===== config.mk =====
export PLATFORM = sky130hd
export DESIGN_NAME = pixel_streamer
export DESIGN_NICKNAME = d
export VERILOG_FILES = /design/src/rtl/pixel_streamer_pkg.sv /design/src/rtl/pixel_streamer_stream_fifo2.sv /design/src/rtl/pixel_streamer.sv
export SDC_FILE = /design/constraint.sdc
export NUM_CORES = 1
export LEC_CHECK = 0
export ABC_AREA = 1
export ABC_CLOCK_PERIOD_IN_PS = 4950
export CORE_MARGIN = 1.5
export CORE_UTILIZATION = 57
export CTS_BUF_LIST = sky130_fd_sc_hd__clkbuf_16
export CTS_CLUSTER_SIZE = 25
export DETAILED_ROUTE_END_ITERATION = 10
export PLACE_DENSITY_LB_ADDON = 0.2
export SYNTH_ARGS = -nofsm -noshare
export SYNTH_HDL_FRONTEND = slang
export SYNTH_SLANG_ARGS = --single-unit

===== constraint.sdc =====
create_clock -name clk -period 4.95 [get_ports clk]
set_input_delay 0.99 -clock clk [delete_from_list [all_inputs] [get_ports clk]]
set_output_delay 0.99 -clock clk [all_outputs]
set_load 0.005 [all_outputs]

===== src/rtl/pixel_streamer_pkg.sv =====
// Shared types and default sizing for the frame-read front end.
package pixel_streamer_pkg;

  localparam int DEF_DATA_WIDTH = 8;
  localparam int DEF_IMG_WIDTH  = 28;
  localparam int DEF_IMG_HEIGHT = 28;
  localparam int DEF_ADDR_WIDTH = 16;

  typedef enum logic [1:0] {
    ST_IDLE   = 2'd0,
    ST_STREAM = 2'd1,
    ST_DRAIN  = 2'd2,
    ST_DONE   = 2'd3
  } state_t;

  // Bits needed to hold values 0..v (never less than 1).
  function automatic int cnt_width(input int v);
    return (v < 1) ? 1 : $clog2(v + 1);
  endfunction

endpackage


===== src/rtl/pixel_streamer_stream_fifo2.sv =====
// Two-entry register FIFO between the pixel memory read port and the output stream.
module pixel_streamer_stream_fifo2
  import pixel_streamer_pkg::*;
#(
  parameter int WIDTH = DEF_DATA_WIDTH
) (
  input  logic             clk,
  input  logic             reset_n,
  input  logic             push,
  input  logic             pop,
  input  logic [WIDTH-1:0] din,
  output logic [1:0]       count,
  output logic [WIDTH-1:0] head
);

  logic [WIDTH-1:0] slot0;
  logic [WIDTH-1:0] slot1;
  logic             wr_ptr;
  logic             rd_ptr;

  always_ff @(posedge clk) begin
    if (!reset_n) begin
      slot0  <= '0;
      slot1  <= '0;
      wr_ptr <= 1'b0;
      rd_ptr <= 1'b0;
      count  <= 2'd0;
    end else begin
      if (push) begin
        if (wr_ptr) slot1 <= din;
        else        slot0 <= din;
        wr_ptr <= ~wr_ptr;
      end
      if (pop) rd_ptr <= ~rd_ptr;
      case ({push, pop})
        2'b10:   count <= count + 2'd1;
        2'b01:   count <= count - 2'd1;
        default: count <= count;
      endcase
    end
  end

  // Push always targets the non-head slot, so the head is stable while stalled.
  assign head = rd_ptr ? slot1 : slot0;

endmodule


===== src/rtl/pixel_streamer.sv =====
// Reads an image from synchronous-read pixel memory in raster order and emits it
// as a valid/ready pixel stream with sof/eol/eof markers.
//
// state  | meaning
// IDLE   | waiting for start
// STREAM | issuing reads, one per free FIFO slot
// DRAIN  | all reads issued, emptying FIFO up to the eof handshake
// DONE   | one-cycle done pulse, start ignored
module pixel_streamer
  import pixel_streamer_pkg::*;
#(
  parameter int DATA_WIDTH = DEF_DATA_WIDTH,
  parameter int IMG_WIDTH  = DEF_IMG_WIDTH,
  parameter int IMG_HEIGHT = DEF_IMG_HEIGHT,
  parameter int ADDR_WIDTH = DEF_ADDR_WIDTH
) (
  input  logic                         clk,
  input  logic                         reset_n,
  input  logic                         start,
  input  logic [ADDR_WIDTH-1:0]        base_addr,
  output logic                         mem_rd_en,
  output logic [ADDR_WIDTH-1:0]        mem_addr,
  input  logic [DATA_WIDTH-1:0]        mem_rd_data,
  output logic                         out_valid,
  input  logic                         out_ready,
  output logic signed [DATA_WIDTH-1:0] pixel_out,
  output logic                         sof,
  output logic                         eol,
  output logic                         eof,
  output logic                         busy,
  output logic                         done
);

  localparam int N     = IMG_WIDTH * IMG_HEIGHT;
  localparam int IDX_W = cnt_width(N);
  localparam int COL_W = cnt_width(IMG_WIDTH);
  localparam int ROW_W = cnt_width(IMG_HEIGHT);

  state_t                state;
  logic [ADDR_WIDTH-1:0] base_q;
  logic [IDX_W-1:0]      rd_idx;
  logic                  inflight;
  logic [COL_W-1:0]      out_col;
  logic [ROW_W-1:0]      out_row;
  logic [1:0]            fifo_count;
  logic [DATA_WIDTH-1:0] fifo_head;
  logic                  hs;
  logic [2:0]            occ;
  logic                  col_last;
  logic                  row_last;

  pixel_streamer_stream_fifo2 #(.WIDTH(DATA_WIDTH)) u_fifo (
    .clk     (clk),
    .reset_n (reset_n),
    .push    (inflight),
    .pop     (hs),
    .din     (mem_rd_data),
    .count   (fifo_count),
    .head    (fifo_head)
  );

  assign out_valid = (fifo_count != 2'd0);
  assign pixel_out = fifo_head;
  assign hs        = out_valid & out_ready;

  // Occupancy counts data already in flight, so two slots can never be overcommitted.
  assign occ       = {1'b0, fifo_count} + {2'b00, inflight};
  assign mem_rd_en = (state == ST_STREAM) && (occ < (3'd2 + {2'b00, hs}));
  assign mem_addr  = base_q + ADDR_WIDTH'(rd_idx);

  assign col_last = (out_col == COL_W'(IMG_WIDTH - 1));
  assign row_last = (out_row == ROW_W'(IMG_HEIGHT - 1));
  assign sof      = out_valid && (out_col == '0) && (out_row == '0);
  assign eol      = out_valid && col_last;
  assign eof      = out_valid && col_last && row_last;

  assign busy = (state != ST_IDLE);
  assign done = (state == ST_DONE);

  always_ff @(posedge clk) begin
    if (!reset_n) begin
      state    <= ST_IDLE;
      base_q   <= '0;
      rd_idx   <= '0;
      inflight <= 1'b0;
      out_col  <= '0;
      out_row  <= '0;
    end else begin
      inflight <= mem_rd_en;
      if (mem_rd_en) rd_idx <= rd_idx + 1'b1;
      if (hs) begin
        if (col_last) begin
          out_col <= '0;
          out_row <= out_row + 1'b1;
        end else begin
          out_col <= out_col + 1'b1;
        end
      end
      case (state)
        ST_IDLE: begin
          if (start) begin
            state   <= ST_STREAM;
            base_q  <= base_addr;
            rd_idx  <= '0;
            out_col <= '0;
            out_row <= '0;
          end
        end
        ST_STREAM: begin
          if (mem_rd_en && (rd_idx == IDX_W'(N - 1))) state <= ST_DRAIN;
        end
        ST_DRAIN: begin
          if (hs && eof) state <= ST_DONE;
        end
        ST_DONE: state <= ST_IDLE;
        default: state <= ST_IDLE;
      endcase
    end
  end

endmodule


==> summary.txt <==
STA
  – Fmax: 0.276 GHz
  – Max_slew headroom: 0.617
  – RSZ-0062 raised after global routing: no
  – Final WS setup: 1330 ps
  – WHS: 483 ps
  – Part of the cycle the worst path needs: 0.732
  – Count of final max-slew check failures: 0
  – Final hold vios: 0
  – Setup TNS: 0 ps
  – Final setup viols: 0
  – Time the worst path needs with I/O delays and setup: 3620 ps
  – Skew final: 4.60 ps
  – Tightest Pin Transition: 573 ps

Setup path
  – Slowest-stage cell, CP: clkdlybuf4s50_1
  – Crit path cell chain: ha_1 -> a21oi_1 -> nor2_1 -> o21ai_0 -> nand4_1 -> nand2_1 -> nand2_1 -> nand2_1 -> clkdlybuf4s50_1
  – Crit path arrival time: 2630 ps
  – CP max FO: 5
  – Crit-path leading delay family: simple AND/OR/NAND/NOR gates
  – Critical path type: flop to primary output
  – WP data required: 3960 ps
  – Cell repeated most along the worst path: nand2_1
  – Crit-path max cell delay: 500 ps
  – Bufs and invs on worst path: 1
  – Crit end category: primary output
  – CP startpoint kind: flop

Clock network
  – Post-CTS Hold Fix Bufs: 0
  – CTS tree: yes
  – Root Buffer: clkbuf_16
  – Max clock buf depth: 2
  – Number of H-tree levels: 3
  – Clock Latency Late Sink: 320 ps
  – Clk slew on worst S/H paths: 50 ps
  – Post-CTS sizing: 0
  – CTS sink count: 59
  – CTS Buf Count: 9
  – Post-CTS Setup Bufs: 0

Yosys
  – Top FF cell, synth: dfxtp_1
  – Library cells used by synthesis: 28
  – Mapped Area: 3290 um2
  – Synth top area cells: dfxtp_1 (36%), nor2_1 (12%), nand2_1 (10%)
  – Synth Warn #: 0
  – Post-Syn Instances: 477
  – Avg Cell Area, Syn: 6.90 um2
  – EDFF count, synth: 0
  – Cell taking the most area after synthesis: dfxtp_1
  – Flops & latches, synth: 59
  – Synth top area share: 0.359
  – FFs w/ async S/R, synth: 0
  – Post-Syn Nets: 529
  – Seq/Total Area, Yosys: 0.359

GRT
  – Total gr overflow: 0
  – Largest net degree at the start of global routing: 39
  – GRT Util Overall: 0.276
  – First-pass GRT wire length: 13.5 mm
  – Vias in the first global route: 3033
  – Initial antenna violation count: 0

Layout
  – Filler cells: 428
  – Storage cell area: 1180 um2
  – P&R area growth vs syn: 28.7%
  – Commonest non-fill, non-tap cell in the layout: nor2_1
  – Diode count: 0
  – Layout Nets: 590
  – Area of the multi-input gates: 1850 um2
  – Layout Cells excl Fill: 615
  – Share of layout cells above drive strength 1: 0.0571
  – Most frequent cells in the layout: nor2_1 (103), nand2_1 (91), dfxtp_1 (59), clkdlybuf4s50_1 (58), inv_1 (53)

Drt
  – 1st-iter DRT viols: 165
  – TritonRoute pass-1 iters: 6
  – Post-route ant nets: 0
  – Remaining DRCs: 0
  – Drt total wl: 7.98 mm
  – Detailed-route via count: 3242
  – Post-DR vias/cell: 5.27
  – Wirelength per Cell: 13.0 um

Power
  – Clk network pwr share: 0.334
  – Max IR drop VDD: 0.000269 V
  – Combinational share of power: 0.340
  – Sw Pwr: 0.647 mW
  – Power share of the sequential group: 0.326
  – Pint: 1.29 mW
  – Leakage: 1.86 nW
  – Sw frac: 0.333
  – Power per cell area: 458 nW/um2

Placed design
  – Total placed cells including tap cells: 599
  – Placer Congestion: 0.893
  – Pre-CTS WS: 1380 ps
  – Port bufs: 58
  – Dpl hpwl: 5.72 mm

Status
  – Status: finished, final reports clean

Die
  – Die H: 79.0 um
  – Die ar.: 6240 um2
  – Die Wd: 79.0 um
  – Num ports: 59
  – Rows: 27
  – Starting density of the core: 0.594
  – CORE AREA: 5540 um2

Job
  – MaxCap Viol Count: 0

Min path
  – Hold crit path type: flop to flop
kinds of logic after synthesis:
family                     synth area share
buffers and inverters                0.0776
AOI/OAI and AO/OA                     0.117
xor gates and xnor gates             0.0479
adders and majority gates            0.0935
and+or+nand+nor                       0.305
DFF                                   0.359
area by class of cell:
class | instances | area share
repair buffers | 59 | 0.139
clock inverters | 7 | 0.0198
well taps | 72 | 0.0213
clock buffers | 9 | 0.0532
multi-input cells | 352 | 0.438
flip-flops and latches | 59 | 0.279
inverters | 57 | 0.0505
flip-flops by register name (all words and copies together), names as in the netlist:
name	cells
u_fifo.wr_ptr	1
base_q	16
u_fifo.slot0	8
out_col	5
u_fifo.count	2
inflight	1
state	2
u_fifo.rd_ptr	1
u_fifo.slot1	8
rd_idx	10
out_row	5
metal layers:
| metal | up-vias | GRT usage | routed length (um) |
|---|---|---|---|
| met5 | - | 0 | 0 |
| met4 | 0 | 0.140 | 255 |
| met3 | 21 | 0.0460 | 369 |
| met2 | 106 | 0.497 | 4100 |
| met1 | 1475 | 0.311 | 3260 |
| li1 | 1640 | - | - |
stage by stage:
| stage | area, um2 | util | total power, mW |
|---|---|---|---|
| after floorplan | 3290 | - | 1.03 |
| after global placement | 3930 | 0.709 | 1.26 |
| after detailed placement | 3930 | 0.709 | 1.29 |
| after CTS | 4240 | 0.765 | 1.94 |
| after global routing | 4240 | 0.765 | 2.06 |
| final | 4240 | 0.765 | 1.94 |
power by group through the flow:
stage          Clock [mW]  Combinational, mW  Sequential (mW)
2_1_floorplan           0              0.412            0.615
3_3_place_gp            0              0.628            0.636
3_5_place_dp            0              0.649            0.640
4_1_cts             0.652              0.659            0.632
5_1_grt             0.674              0.743            0.644
6_report            0.648              0.660            0.632
worst reg2reg max path, stage by stage (launching register included):
cell      delay, ps
dfxtp_1         400
inv_1           110
ha_1            220
nand2_1         430
inv_1           400
nor2_4          300
clkinv_1        330
a211oi_1        320
synthesized netlist by cell type (2+ instances only):
master	instances
nand4_1	6
nand2_1	91
ha_1	23
a21oi_1	24
nor4_1	3
inv_1	52
o21bai_1	2
nand3_1	13
nand3_2	3
xor2_1	15
clkbuf_1	8
nor2_4	4
nor2_2	2
xnor2_1	3
dfxtp_1	59
inv_2	3
nand2_2	3
o21ai_0	45
nor2_1	103
clkinv_1	2
nor3_1	6
worst paths after layout:
path              cells after the start        from  slack [ps]           end
setup / recovery                      9   rd_idx[3]        1330  mem_addr[14]
setup reg to reg                      7    state[0]        2350    out_col[1]
hold reg to reg                       1  out_col[4]         480    out_col[4]
hold / removal                        1  out_col[4]         480    out_col[4]
No activity file was read; power rests on OpenSTA's default activity.
